File: config.mk
export PLATFORM = sky130hd
export DESIGN_NAME = truth_table_sequencer
export DESIGN_NICKNAME = d
export VERILOG_FILES = /design/src/rtl/truth_table_sequencer.sv
export SDC_FILE = /design/constraint.sdc
export NUM_CORES = 1
export LEC_CHECK = 0
export ABC_AREA = 1
export CAP_MARGIN = 30
export CORE_MARGIN = 2
export CORE_UTILIZATION = 58
export DETAILED_ROUTE_END_ITERATION = 12
export PLACE_DENSITY = 0.83
export SKIP_LAST_GASP = 1
export SYNTH_ARGS = -nofsm -noshare
export SYNTH_HDL_FRONTEND = slang
export SYNTH_SLANG_ARGS = --single-unit
File: constraint.sdc
create_clock -name clk -period 2.45 [get_ports clk]
set_clock_uncertainty 0.1 [all_clocks]
set_input_delay 0.3675 -clock clk [delete_from_list [all_inputs] [get_ports clk]]
set_output_delay 0.3675 -clock clk [all_outputs]
set_load 0.03 [all_outputs]
File: src/rtl/truth_table_sequencer.sv
`default_nettype none
// ============================================================================
//  Module   : truth_table_sequencer
//  Purpose  : Sweeps the four (x,y) input vectors of a 2-input gate, holds
//             each for SETTLE_CYCLES clocks, samples z at the end of the
//             hold and assembles the 4-entry truth table (bit i = z for
//             vector i, vector i drives x = i[1], y = i[0]).
//  Options  : Define TT_CHECK_EN to add output 'pass', the registered
//             comparison of the captured table against EXPECTED_TABLE.
//  Revision : 1.0 - initial release
// ============================================================================
module truth_table_sequencer #(
  parameter int unsigned SETTLE_CYCLES  = 2,
  parameter logic [3:0]  EXPECTED_TABLE = 4'b0110
) (
  input  logic       clk,
  input  logic       rst_n,
  input  logic       start,
  input  logic       abort,
  input  logic       z_in,
  output logic       x_out,
  output logic       y_out,
  output logic       busy,
  output logic       done,
`ifdef TT_CHECK_EN
  output logic       pass,
`endif
  output logic [3:0] table_out
);

  typedef enum logic [1:0] {
    ST_IDLE = 2'd0,
    ST_RUN  = 2'd1,
    ST_DONE = 2'd2
  } state_t;

  // Settle counter terminal value; the counter is 8 bits wide to cover 1..255.
  localparam logic [7:0] C_CNT_LAST = 8'(SETTLE_CYCLES - 1);
  localparam logic [1:0] C_IDX_LAST = 2'd3;

  state_t     r_state;
  state_t     w_state_next;
  logic [1:0] r_idx;
  logic [1:0] w_idx_next;
  logic [7:0] r_cnt;
  logic [7:0] w_cnt_next;
  logic [3:0] r_table;
  logic [3:0] w_table_next;
  logic       w_accept;

  // A start is accepted only in IDLE and only when abort is not also high.
  assign w_accept = (r_state == ST_IDLE) && start && !abort;

  // State and datapath registers; reset discards any sweep in progress.
  always_ff @(posedge clk or negedge rst_n) begin
    if (!rst_n) begin
      r_state <= ST_IDLE;
      r_idx   <= 2'd0;
      r_cnt   <= 8'd0;
      r_table <= 4'd0;
    end else begin
      r_state <= w_state_next;
      r_idx   <= w_idx_next;
      r_cnt   <= w_cnt_next;
      r_table <= w_table_next;
    end
  end

  // Next-state logic: settle counting, sampling and vector advance.
  always_comb begin
    w_state_next = r_state;
    w_idx_next   = r_idx;
    w_cnt_next   = r_cnt;
    w_table_next = r_table;
    case (r_state)
      ST_IDLE: begin
        if (w_accept) begin
          w_state_next = ST_RUN;
          w_idx_next   = 2'd0;
          w_cnt_next   = 8'd0;
          w_table_next = 4'd0;
        end
      end
      ST_RUN: begin
        if (abort) begin
          // Cancel keeps whatever was already captured.
          w_state_next = ST_IDLE;
          w_idx_next   = 2'd0;
          w_cnt_next   = 8'd0;
        end else if (r_cnt == C_CNT_LAST) begin
          w_table_next[r_idx] = z_in;
          w_cnt_next          = 8'd0;
          if (r_idx == C_IDX_LAST) begin
            // Last vector sampled: finish rather than wrap the index.
            w_state_next = ST_DONE;
            w_idx_next   = 2'd0;
          end else begin
            w_idx_next = r_idx + 2'd1;
          end
        end else begin
          w_cnt_next = r_cnt + 8'd1;
        end
      end
      ST_DONE: begin
        w_state_next = ST_IDLE;
      end
      default: begin
        w_state_next = ST_IDLE;
        w_idx_next   = 2'd0;
        w_cnt_next   = 8'd0;
      end
    endcase
  end

  // Output decode: gate inputs are only driven while a sweep is running.
  always_comb begin
    x_out = 1'b0;
    y_out = 1'b0;
    busy  = 1'b0;
    done  = 1'b0;
    if (r_state == ST_RUN) begin
      x_out = r_idx[1];
      y_out = r_idx[0];
      busy  = 1'b1;
    end
    if (r_state == ST_DONE) begin
      done = 1'b1;
    end
  end

  assign table_out = r_table;

`ifdef TT_CHECK_EN
  logic r_pass;
  logic w_pass_next;

  // Pass flag is evaluated on the final table as DONE is entered.
  always_comb begin
    w_pass_next = r_pass;
    if (w_accept) begin
      w_pass_next = 1'b0;
    end else if ((r_state == ST_RUN) && (w_state_next == ST_DONE)) begin
      w_pass_next = (w_table_next == EXPECTED_TABLE);
    end
  end

  // Pass register, held until the next accepted start.
  always_ff @(posedge clk or negedge rst_n) begin
    if (!rst_n) begin
      r_pass <= 1'b0;
    end else begin
      r_pass <= w_pass_next;
    end
  end

  assign pass = r_pass;
`else
  // The golden table has no consumer without the checker.
  logic w_unused_expected;
  assign w_unused_expected = ^EXPECTED_TABLE;
`endif

endmodule
`default_nettype wire
Word level (Yosys, flattened, before mapping)
Index checks and enable logic that the tools add are counted.
{"block": "totals", "output_inout_bits": 8, "ff_bits": 16, "word_cells": 53}
{"block": "classes", "n_lt_le_gt_ge": 2, "bitwise_logic": 1, "add_sub_neg": 2, "n_reduce_logical": 10, "eq_ne": 9, "n_mux": 25}
{"op": "8-bit two-way mux", "n": 3}
{"op": "8-bit case mux with 3 select lines", "n": 1}
{"op": "2-bit two-way mux", "n": 8}
{"op": "4-bit two-way mux", "n": 3}
{"op": "8-bit by 1-bit adder with 8-bit output (second input constant)", "n": 1}
{"op": "8-bit by 1-bit equality test with 1-bit output (second input constant)", "n": 1}
{"op": "4-bit case mux with 2 select lines", "n": 1}
{"op": "2-bit != test (second input constant)", "n": 3}
{"op": "3-bit != test (second input constant)", "n": 2}
{"op": "2-bit case mux with 3 select lines", "n": 1}
{"op": "3-bit AND reduction", "n": 2}
{"op": "1-bit two-way mux", "n": 5}
{"op": "4-bit bitwise mux", "n": 1}
{"op": "2-bit equality test (second input constant)", "n": 2}
{"op": "2-bit case mux with 2 select lines", "n": 1}
{"op": "4-bit AND reduction", "n": 1}
{"op": "1-bit logical AND", "n": 3}
{"op": "2-bit by 3-bit less-than comparator with 1-bit output (second input constant)", "n": 1}
{"op": "2-bit by 1-bit adder with 2-bit output (second input constant)", "n": 1}
{"op": "1-bit demux with 2-bit select", "n": 1}
{"op": "2-bit by 1-bit equality test with 1-bit output (second input constant)", "n": 1}
{"op": "2-bit by 1-bit >= comparator with 1-bit output (second input constant)", "n": 1}
{"op": "2-bit logical NOT", "n": 1}
{"op": "2-bit AND reduction", "n": 1}
{"op": "3 further kinds", "n": 3}

Depth between registers and ports, before layout
Gate-level depths: netlist (run 1).
{"block": "logic_depth", "depth_word": 8, "mapped_depth": 9}

Worst setup path after synthesis (run 1)
Ideal clock, no wire load.
{"block": "synth_timing", "path_type": "register to output", "start": "register r_state[1]", "end": "output port x_out", "slack_ns": 0.966, "n_path_buf": 0, "t_arrival_ns": 1.017, "path_stages_with_launch": 4, "path_cell_list": "dfrtp_1 -> inv_2 -> nand2_2 -> nor2_1"}
{"block": "synth_between", "elab_chain_len": 2}
{"element": "from (decl)", "line": "41", "text": "state_t r_state;"}
{"element": "from (signal assigned)", "line": "62", "text": "r_state <= w_state_next;"}
{"element": "2-bit by 1-bit equality test with 1-bit output", "line": "121", "text": "if (r_state == ST_RUN) begin"}
{"element": "1-bit two-way mux", "line": "121"}
{"element": "to (decl)", "line": "21", "text": "output logic x_out,"}
Every way passes these cells.

Worst setup path after layout (run 1)
{"block": "layout_timing", "start": "register r_state[0]", "end": "output port busy"}
{"block": "layout_between", "elab_chain_len": 2}
{"element": "2-bit by 1-bit equality test with 1-bit output", "line": "121"}
{"element": "1-bit two-way mux", "line": "121"}
{"element": "to (decl)", "line": "23", "text": "output logic busy,"}
Every way passes these cells.

==> metrics.txt, run 1 <==
Setup CP Type=flip-flop to output port; DR pass1 iterations=4; fin cells=180; sequential share of the synthesized area=between 30 and 40%; Crit path required time=about 2.0 ns; Final Max Slew Viols=0; initial DRC count=23; Die H=47.2 µm; leakage=0.628 nW; FF+latch area=~400 µm²; YS warnings=0; fin crit share=around 90%; Tightest Hold Check Type=flip-flop to flip-flop; vias per cell=just over 5; fillers=~160; Starting Density=roughly three fifths; initial antenna violation count=0; Syn Area/Cell=between 7 and 8 µm²; Crit Path Max Fanout=12; Vias=slightly above 900; # DRC=0; CTS Buffer Depth=2; Least-Margin Pin Slew=0.741 ns; core area=between 1500 and 2000 µm²; max cap viols=0; grt ovf=0; outcome=finished, final reports clean; n_diodes=0; cts bufs inserted=3; die area=2230 µm²; Slew headroom=approximately half; boundary pin count=13; register bit total from synthesis=16; num rows=15; first-pass GRT wire length=between 3 and 4 mm; chip width=47.2 µm; VDD IR max=528 µV; Root Buffer Master=clkbuf_4; share of layout cells above drive strength 1=19.4%; placed instance count=between 150 and 200; most frequent cells in the layout=nand2_1, dfrtp_1, inv_1; Fmax=~440 MHz; largest net degree at the start of global routing=17; Post-Synthesis Cell Area=1080 µm²; vias in the first global route=approximately 840; Clock Sinks=16; Tot GR Track Use=23.0%; fin nets=around 170; routability cong.=0.829; Worst setup EP type=output port; area delta synth->final=15.0%; count of final hold-check violations=0; # port buffers=12; postcts setup bufs=0; CP startpoint kind=flip-flop; power density over the cells=821 nW/µm²; post-CTS resize count=0; most common cell after layout, fill and taps aside=nand2_1; Cells after Synth=141; Clk pin slew, worst setup/hold paths=about 0.090 ns; Worst EP arrival=between 1.5 and 2 ns; routed wire length=2.05 mm; CTS tree=yes; RSZ-0062 raised after global routing=no; Period minus WS final=2.26 ns; Syn Nets=152; DP Wirelength=~1.6 mm; Unique masters post-synth=22; H-tree depth=1; WL per Instance=around 11 µm; Antenna Nets Post-Route=0; Hold Buf Count CTS=0; Final Setup Violations=0; Total Neg Setup Slack=0 ns; latest clock arrival within the worst-skew pair=about 0.29 ns; Multi-input gate area=576 µm²
==> synthesized netlist by cell type <==
master / count / area share, %
nand2_1: 35 / 12
dfrtp_1: 16 / 37
inv_1: 15 / 5.2
nand4_1: 13 / 7.5
inv_2: 10 / 3.5
nand2_2: 8 / 4.6
nand3_1: 8 / 3.7
ha_1: 6 / 6.9
nor2_1: 6 / 2.1
nor3_1: 4 / 1.9
o21ai_1: 4 / 1.9
nor2_4: 3 / 3.1
nand2_4: 2 / 2.1
o21ai_0: 2 / 0.93
o21ai_2: 2 / 1.6
a31oi_1: 1 / 0.58
buf_6: 1 / 1.0
nor2_2: 1 / 0.58
o21ai_4: 1 / 1.5
o21bai_1: 1 / 0.69
o22ai_1: 1 / 0.58
xor2_1: 1 / 0.81
==> cell type report <==
cell class / count / area share (%)
Multi-Input combinational cell: 99 / 46.3
Sequential cell: 16 / 32.2
Timing Repair Buffer: 12 / 9.66
Inverter: 25 / 7.55
Tap cell: 25 / 2.52
Clock buffer: 3 / 1.81
==> path summary, 6_finish.rpt <==
kind / start / end / slack, ns / cells after the start
min: table_out[1]$_DFFE_PN0P_ / table_out[1]$_DFFE_PN0P_ / 0.38 / 2
max: r_state[0]$_DFFE_PN0P_ / busy / 0.19 / 3
max reg2reg: r_cnt[1]$_DFFE_PN0P_ / table_out[0]$_DFFE_PN0P_ / 0.99 / 9
max in group asynchronous: rst_n / r_state[1]$_DFFE_PN0P_ / 1.38 / 1
min reg2reg: table_out[1]$_DFFE_PN0P_ / table_out[1]$_DFFE_PN0P_ / 0.38 / 2
min in group asynchronous: rst_n / r_cnt[5]$_DFFE_PN0P_ / 0.40 / 1
==> flip-flops by register name, summed over array words and instances, names as in the netlist <==
signal and count:
r_idx 2, r_state 2, r_cnt 8, table_out 4
==> logic make-up (layout without fill, tap and decap cells) <==
logic type	count (synthesis)	count (layout)	share of synthesized area, %
AOI/OAI and AO/OA	12	12	7.76
xor gates and xnor gates	1	1	0.810
and+or+nand+nor	80	80	37.7
DFF	16	16	37.0
adders and majority gates	6	6	6.94
buffers and inverters	26	40	9.72
==> worst max-delay path: stages, from the launching register on <==
cell and delay (ns):
dfrtp_1 0.46, inv_2 0.08, nor2_4 0.24, clkdlybuf4s50_1 0.73
==> metrics by stage <==
step	instance area, µm²	hold slack (ns)	power (mW)	setup WS (ns)	util [%]
global placement	1220	0.355	0.868	0.530	70.0
detailed placement	1220	0.358	0.883	0.506	70.0
floorplan	1080	-0.0281	0.766	0.966	-
CTS	1240	0.380	1.03	0.180	71.3
global route	1240	0.401	1.11	0.0958	71.3
finish	1240	0.377	1.02	0.186	71.3
==> power breakdown <==
group	internal, mW	total, mW	leakage, nW	switching [mW]
clock	0.0573	0.144	0.0138	0.0869
sequential	0.307	0.356	0.219	0.0481
combinational	0.173	0.521	0.395	0.348
==> routing by layer <==
layer  wire length (µm)  global-route usage, %  up-vias
li1                   -                      -      488
met1               1010                   32.1      409
met2                911                   34.5       21
met3                 85                   3.46        5
met4                 42                   11.7        0
met5                  0                      0        -
Note: power is estimated with default switching activity, not from simulation.
==> inputs of run 2 (changes only) <==
- CORE_ASPECT_RATIO: unset -> 1.1
==> run 2 against run 1 <==
Net effect: flip-flop and latch count unchanged; maximum frequency down 3.1%; clock power grew 26%; critical path depth unchanged; non-clock buffer count stayed put; sequential share of layout area is 0.13 points lower; worst hold slack got worse by 0.0030 ns; via count rose by 7.0%; setup slack got worse by 0.072 ns; combinational power grew 2%; first-iteration DRC count increased by 52%; critical endpoint unchanged.
==> metrics.txt, run 2 (same netlist as run 1, synthesis figures left out) <==
max incr delay on CP=about 0.73 ns; Fmax=roughly 430 MHz; RSZ-0062 raised after global routing=no; Worst EP arrival=around 1.9 ns; DR pass1 iterations=4; CP startpoint kind=flip-flop; vias in the first global route=970; vias per cell=roughly 5.7; DP Wirelength=around 1.7 mm; Tightest Hold Check Type=flip-flop to flip-flop; Largest register FFs=8; Total Neg Setup Slack=0 ns; chip width=~45 µm; routability cong.=0.832; largest net degree at the start of global routing=17; setup slack after layout=~0.11 ns; Critical Path, Cell by Cell=inv_2, nor2_4, clkdlybuf4s50_1; final instance area=around 1200 µm²; postcts setup bufs=0; register bank with the most flops=r_cnt; Hold Buf Count CTS=0; num rows=16; Starting Density=roughly three fifths; share of layout cells above drive strength 1=between 15 and 20%; Crit path required time=between 1.5 and 2 ns; initial DRC count=35; Tot GR Track Use=between 20% and 30%; Root Buffer Master=clkbuf_4; Worst setup EP type=output port; max cap viols=0; fin crit share=a little over nine tenths; grt ovf=0; Final Max Slew Viols=0; Multi-input gate area=around 580 µm²; placed instance count=170; # DRC=0; GR Util met3=between 3 and 4%; fillers=~160; crit path max-delay cell type=clkdlybuf4s50_1; n_diodes=0; CTS tree=yes; Slew headroom=52.6%; latest clock arrival within the worst-skew pair=0.30 ns; Area after DPL=1210 µm²; initial antenna violation count=0; grt met2 use=39.5%; power density over the cells=between 800 and 900 nW/µm²; Vias=988; # port buffers=12; Crit Path Max Fanout=12; WL per Instance=between 10 and 15 µm; routed wire length=between 2 and 2.5 mm; PnR Total Power=~1.1 mW; CTS Buffer Depth=2; post-CTS resize count=0; Least-Margin Pin Slew=just over 0.7 ns; leakage=around 0.64 nW; area delta synth->final=15.5%; Antenna Nets Post-Route=0; Final Setup Violations=0; met1 usage=between 30% and 40%; Die H=around 50 µm; Top Usage Layer GRT=met2; core area=1760 µm²; Period minus WS final=2.34 ns; outcome=finished, final reports clean; most common cell after layout, fill and taps aside=nand2_1; pre-CTS worst setup slack=slightly below 0.5 ns; H-tree depth=1; most frequent cells in the layout=nand2_1, dfrtp_1, inv_1; count of final hold-check violations=0; Clock Sinks=16; VDD IR max=about 660 µV; cts bufs inserted=3; first-pass GRT wire length=4.12 mm; boundary pin count=13; FF+latch area=approximately 400 µm²; fin cells=about 170; Setup CP Type=flip-flop to output port; fin nets=roughly 170; Clk pin slew, worst setup/hold paths=0.10 ns; die area=2230 µm²
## run 2: worst paths after layout
check | start | end | slack [ns] | cells past startpoint
setup / recovery | r_state[0]$_DFFE_PN0P_ | busy | 0.11 | 3
hold / removal | table_out[3]$_DFFE_PN0P_ | table_out[3]$_DFFE_PN0P_ | 0.37 | 2
setup reg to reg | r_cnt[1]$_DFFE_PN0P_ | table_out[3]$_DFFE_PN0P_ | 0.96 | 9
hold reg to reg | table_out[3]$_DFFE_PN0P_ | table_out[3]$_DFFE_PN0P_ | 0.37 | 2
max in group asynchronous | rst_n | r_state[1]$_DFFE_PN0P_ | 1.42 | 1
min in group asynchronous | rst_n | r_cnt[6]$_DFFE_PN0P_ | 0.38 | 1
## run 2: area by class of cell
type                       count  share of cell area, %
inverter                      25                   7.52
timing repair buffer          12                   9.62
tap                           18                   1.80
multi-input combinational     99                   46.1
sequential                    16                   32.1
clock buffer                   4                   2.91
## run 2: report_power, final
group | switching (mW) | total, mW | internal (mW)
registers | 0.0500 | 0.357 | 0.307
logic | 0.361 | 0.534 | 0.173
clock network | 0.0908 | 0.182 | 0.0908
total | 0.502 | 1.07 | 0.571
## run 2: stage by stage
step | hold slack, ns | utilization, %
after floorplan | -0.0281 | -
after global placement | 0.355 | 68.8
after detailed placement | 0.358 | 68.8
after CTS | 0.382 | 70.9
after global routing | 0.420 | 70.9
final | 0.374 | 70.9
## run 2: critical path, delay by kind of cell, from the launching register on
family                 cells  cell delay [ns]
buffers and inverters      2             0.82
flip-flops                 1             0.48
AND/OR/NAND/NOR            1             0.26
## run 2: metal layers
layer	vias to the layer above	wire length, µm
li1	487	-
met3	5	112
met2	29	1110
met1	467	975
met4	0	47
met5	-	0
==> RTL change 1: new RTL, flow settings as in run 2 <==
Build with the macro `TT_CHECK_EN` defined.
--- a/src/rtl/truth_table_sequencer.sv
+++ b/src/rtl/truth_table_sequencer.sv
@@ -9,6 +9,8 @@
 //             comparison of the captured table against EXPECTED_TABLE.
 //  Revision : 1.0 - initial release
 // ============================================================================
+`define TT_CHECK_EN
+
 module truth_table_sequencer #(
   parameter int unsigned SETTLE_CYCLES  = 2,
   parameter logic [3:0]  EXPECTED_TABLE = 4'b0110
Formal check against the unedited RTL (old outputs only; new: pass): equivalent (Yosys induction, for registers that start in step).
==> RTL change 1 against run 2 <==
- die area fell by 2.2%
- design area is 1.1% lower
- wire length shrank 10%
- critical path depth is the same
- fmax up 4.0%
- worst setup slack gained 89 ps
- register-to-register slack got worse by 220 ps
- sequential cell count increased by 1
- synthesized area is 2.4% lower
- via count shrank 10%
Power is not compared: it rests on default switching activity, and its combinational part moved more than twofold at a synthesized area within 25%.
==> RTL change 1: results (changes against run 2) <==
| Metric | Value |
|---|---|
| Synth area leaders | dfrtp_1 (40%), nand2_1 (8.5%), inv_1 (7.8%) |
| Yosys warns | 0 (unchanged) |
| Number of library cell types mapped by synthesis | 26 (+18%) |
| Register area share after synthesis | 40.3% (+3.3 points) |
| Hold Crit Class | in2async |
| M3 GR Usage | 3.36% (+0.025 points) |
| Initial antenna violation count | 0 (unchanged) |
| Crit Path Max Fanout | 8 (-4) |
| # fillers | 146 (-6.4%) |
| Worst-margin pin slew | 747 ps (+37.6 ps) |
| CTS clk-pin slew, worst paths | 110 ps |
| FFs w/ async S/R, synth | 100% (unchanged) |
| Commonest cells in the netlist | nand2_1 (24), inv_1 (22), nor2_1 (19), dfrtp_1 (17), nand3_1 (11) |
| Leak pwr | 0.595 nW |
| Biggest register | r_cnt |
| Vias in the first global route | 804 (-17%) |
| GP Congestion | 0.881 (+5.9%) |
| VDD IR-drop max | 0.000499 V |
| Clock Path Buffers | 2 (unchanged) |
| Layout cells sized above 1 | 15.8% (-4.1 points) |
| GRT Util Overall | 21.1% (-3.7 points) |
| H-tree depth | 1 (unchanged) |
| Max reg flops | 8 (unchanged) |
| First-pass GRT wire length | 3440 um (-16%) |
| Diode count | 0 (unchanged) |
| Setup TNS | 0 ps (unchanged) |
| Layout Nets | 164 (-2.4%) |
| Met1 usage | 30.7% (-2.1 points) |
| Hold Violations, Final | 0 (unchanged) |
| # port buffers | 13 (+1) |
| DP Wirelength | 1590 um (-6.7%) |
| Postcts setup bufs | 0 (unchanged) |
| GR Util met2 | 32.6% (-6.9 points) |
| Pin count of the biggest net entering global routing | 18 (+1) |
| Crit path DAT | 1780 ps (-90 ps) |
| Synthesized net count | 146 (-3.9%) |
| Via density | 5.21 (-8.3%) |
| Status | completed |
| Total Wirelength | 2010 um (-10%) |
| Post-CTS sizing | 0 (unchanged) |
| Clock root buffer | clkbuf_4 |
| Clock Latency Late Sink | 280 ps (-20 ps) |
| DR iter-0 viols | 20 (-43%) |
| Drt pass-1 iters | 4 (unchanged) |
| Total CTS buffers | 3 (unchanged) |
-- RTL change 1: cell type report --
class	instances	area [um^2]	area share [%]
Inverter	26	97.6	7.90
Multi-Input combinational cell	91	524	42.5
Sequential cell	17	425	34.4
Clock buffer	3	22.5	1.82
Clock inverter	1	5.00	0.405
Timing Repair Buffer	14	138	11.1
Tap cell	18	22.5	1.82
-- RTL change 1: worst paths after layout --
path | start | end | slack (ps) | depth (start not counted)
min | rst_n | table_out[3]$_DFF_PN0_ | 410 | 1
max | r_state[0]$_DFF_PN0_ | y_out | 200 | 3
max reg2reg | r_cnt[1]$_DFFE_PN0P_ | r_cnt[2]$_DFFE_PN0P_ | 740 | 10
min in group clk | pass$_DFFE_PN0P_ | pass$_DFFE_PN0P_ | 420 | 2
min reg2reg | pass$_DFFE_PN0P_ | pass$_DFFE_PN0P_ | 420 | 2
max in group asynchronous | rst_n | r_cnt[5]$_DFFE_PN0P_ | 1370 | 1
-- RTL change 1: through the flow --
step / worst slack (ps) / cells / hold WS (ps) / instance area [um^2] / utilization (%)
after floorplan: 919 / 135 / -28.1 / 1050 / -
after global placement: 379 / 166 / 367 / 1210 / 69.3
after detailed placement: 302 / 166 / 399 / 1210 / 69.3
after CTS: 179 / 170 / 425 / 1230 / 70.9
after global routing: 108 / 170 / 453 / 1230 / 70.9
final: 204 / 170 / 413 / 1230 / 70.9
-- RTL change 1: kinds of logic after synthesis --
kind of cell / synth area share [%]
xor+xnor: 0.831
buf+inv: 9.96
flops: 40.3
compound gates: 6.76
simple gates: 35.0
fa+ha+maj: 7.12
-- RTL change 1: critical path, cell delays in order (launching register included) --
cell,delay (ps)
dfrtp_1,560
nand2_4,150
nor2_1,110
clkdlybuf4s50_1,670
-- RTL change 1: report_power, final --
part	internal, mW	switching (mW)
logic	0.0635	0.114
clock network	0.0605	0.0896
registers	0.299	0.0198
total	0.423	0.223
-- RTL change 1: routing by layer --
| metal | vias up | share of wire [%] | wire [um] |
|---|---|---|---|
| met3 | 2 | 5.9 | 119 |
| met4 | 0 | 0.65 | 13 |
| met5 | - | 0 | 0 |
| met1 | 392 | 47 | 936 |
| met2 | 30 | 47 | 943 |
| li1 | 461 | - | - |
==> RTL change 2: new RTL, config.mk and constraints of run 2 <==
Made on the original files. Encoding of `state_t`: now one-hot (3 bits for 3 states).
--- a/src/rtl/truth_table_sequencer.sv
+++ b/src/rtl/truth_table_sequencer.sv
@@ -28,10 +28,10 @@
   output logic [3:0] table_out
 );
 
-  typedef enum logic [1:0] {
-    ST_IDLE = 2'd0,
-    ST_RUN  = 2'd1,
-    ST_DONE = 2'd2
+  typedef enum logic [2:0] {
+    ST_IDLE = 3'b001,
+    ST_RUN  = 3'b010,
+    ST_DONE = 3'b100
   } state_t;
 
   // Settle counter terminal value; the counter is 8 bits wide to cover 1..255.
Check against the original RTL: same outputs for any inputs over 10 cycles, from zero or initial values and one cycle with rst_n low; not proved beyond that.
==> RTL change 2 against run 2 <==
- critical path type unchanged
- sequential cell count increased by 1
- design area decreased by 1.2%
- power decreased by 10%
- synthesized area decreased by 1.9%
- sequential share of layout area increased by 2.5 points
- wire length decreased by 4.6%
- worst setup slack improved by 62 ps
==> RTL change 2: results (changes against run 2) <==
| Metric | Value |
|---|---|
| Drt pass-1 iters | 4 (unchanged) |
| Pin count of the biggest net entering global routing | 18 (+1) |
| Leak pwr | 0.621 nW (-2.2%) |
| Crit Path Max Fanout | 7 (-5) |
| VDD IR-drop max | 0.000642 V (-2.9%) |
| Internal power | 516 uW (-9.7%) |
| GP Congestion | 0.775 (-6.9%) |
| H-tree depth | 1 (unchanged) |
| DP Wirelength | 1680 um (-1.3%) |
| Synth area leaders | dfrtp_1 (38%), nand2_1 (12%), ha_1 (7.1%) |
| Vias in the first global route | 925 (-4.6%) |
| Register area share after synthesis | 40.2% (+3.2 points) |
| Crit path DAT | 1810 ps (-60 ps) |
| Clock Path Buffers | 2 (unchanged) |
| Synthesized net count | 150 (-1.3%) |
| GRT Util Overall | 23.4% (-1.4 points) |
| GR Util met2 | 39.4% (-0.15 points) |
| Routed length per instance | 12.4 um (-4.0%) |
| First-pass GRT wire length | 3880 um (-5.9%) |
| Layout Nets | 167 (-0.60%) |
| CTS clk-pin slew, worst paths | 100 ps (about the same) |
| Status | completed |
| Commonest cells in the netlist | nand2_1 (34), inv_1 (19), dfrtp_1 (16), nand3_1 (11), nand4_1 (8) |
| M3 GR Usage | 4.44% (+1.1 points) |
| Number of library cell types mapped by synthesis | 22 (unchanged) |
| Layout cells sized above 1 | 14.8% (-5.0 points) |
| Pre-CTS WS | 418 ps (-75.6 ps) |
| Worst-margin pin slew | 756 ps (+46.8 ps) |
| Vias after detailed routing | 935 (-5.4%) |
| Met1 usage | 29.5% (-3.3 points) |
| DR iter-0 viols | 8 (-77%) |
==> RTL change 2: what timing repair did <==
item | 4_1_cts | 5_1_grt
gates resized for setup | 0 | 1
setup buffers | 0 | 0
endpoints found under the setup margin | 0 | 1
hold endpoints to repair | 0 | 0
==> RTL change 2: metrics by stage <==
stage	cell area [um^2]	instances	utilization (%)
after CTS	1230	173	69.9
after detailed placement	1200	169	68.3
after global placement	1200	169	68.3
after global routing	1230	173	70.0
after floorplan	1060	139	-
final	1230	173	70.0
==> RTL change 2: power groups by stage <==
| stage | sequential (mW) | clock (mW) | combinational (mW) |
|---|---|---|---|
| 6_report | 0.355 | 0.156 | 0.450 |
| 5_1_grt | 0.360 | 0.168 | 0.506 |
| 4_1_cts | 0.355 | 0.157 | 0.450 |
| 3_5_place_dp | 0.359 | 0 | 0.448 |
| 3_3_place_gp | 0.356 | 0 | 0.436 |
| 2_1_floorplan | 0.370 | 0 | 0.318 |
==> RTL change 2: layer usage <==
layer  up-vias  routed length, um
met5         -                  0
met4         0                 36
met3         5                 73
met2        14               1080
met1       437                951
li1        479                  -
==> RTL change 2: cell families (layout without fill, tap and decap cells) <==
logic type                 Yosys count  after routing  share of synthesized area [%]
xor gates and xnor gates             1              1                          0.826
buffers and inverters               25             41                           9.32
and+or+nand+nor                     79             79                           37.1
AOI/OAI and AO/OA                   11             11                           5.42
adders and majority gates            6              6                           7.08
DFF                                 17             17                           40.2
==> RTL change 2: layout make-up <==
class	instances	area, um^2
Multi-Input combinational cell	97	536
Clock inverter	1	5.00
Timing Repair Buffer	12	123
Inverter	25	98.8
Tap cell	18	22.5
Sequential cell	17	427
Fill cell	135	528
Clock buffer	3	22.5
==> RTL change 2: path summary, 6_finish.rpt <==
kind | startpoint | end | slack [ps] | depth (start not counted)
max | r_state[2]$_DFFE_PN0P_ | x_out | 180 | 4
min | table_out[3]$_DFFE_PN0P_ | table_out[3]$_DFFE_PN0P_ | 390 | 2
max reg2reg | r_cnt[1]$_DFFE_PN0P_ | table_out[1]$_DFFE_PN0P_ | 940 | 9
min reg2reg | table_out[3]$_DFFE_PN0P_ | table_out[3]$_DFFE_PN0P_ | 390 | 2
max in group asynchronous | rst_n | r_cnt[1]$_DFFE_PN0P_ | 1380 | 1
min in group asynchronous | rst_n | r_cnt[7]$_DFFE_PN0P_ | 400 | 1
==> RTL change 2: critical path: stages, from the launching register on <==
cell             delay (ps)
dfrtp_1                 420
nor2_1                  170
nand2_2                 130
nor2_1                  110
clkdlybuf4s50_1         670
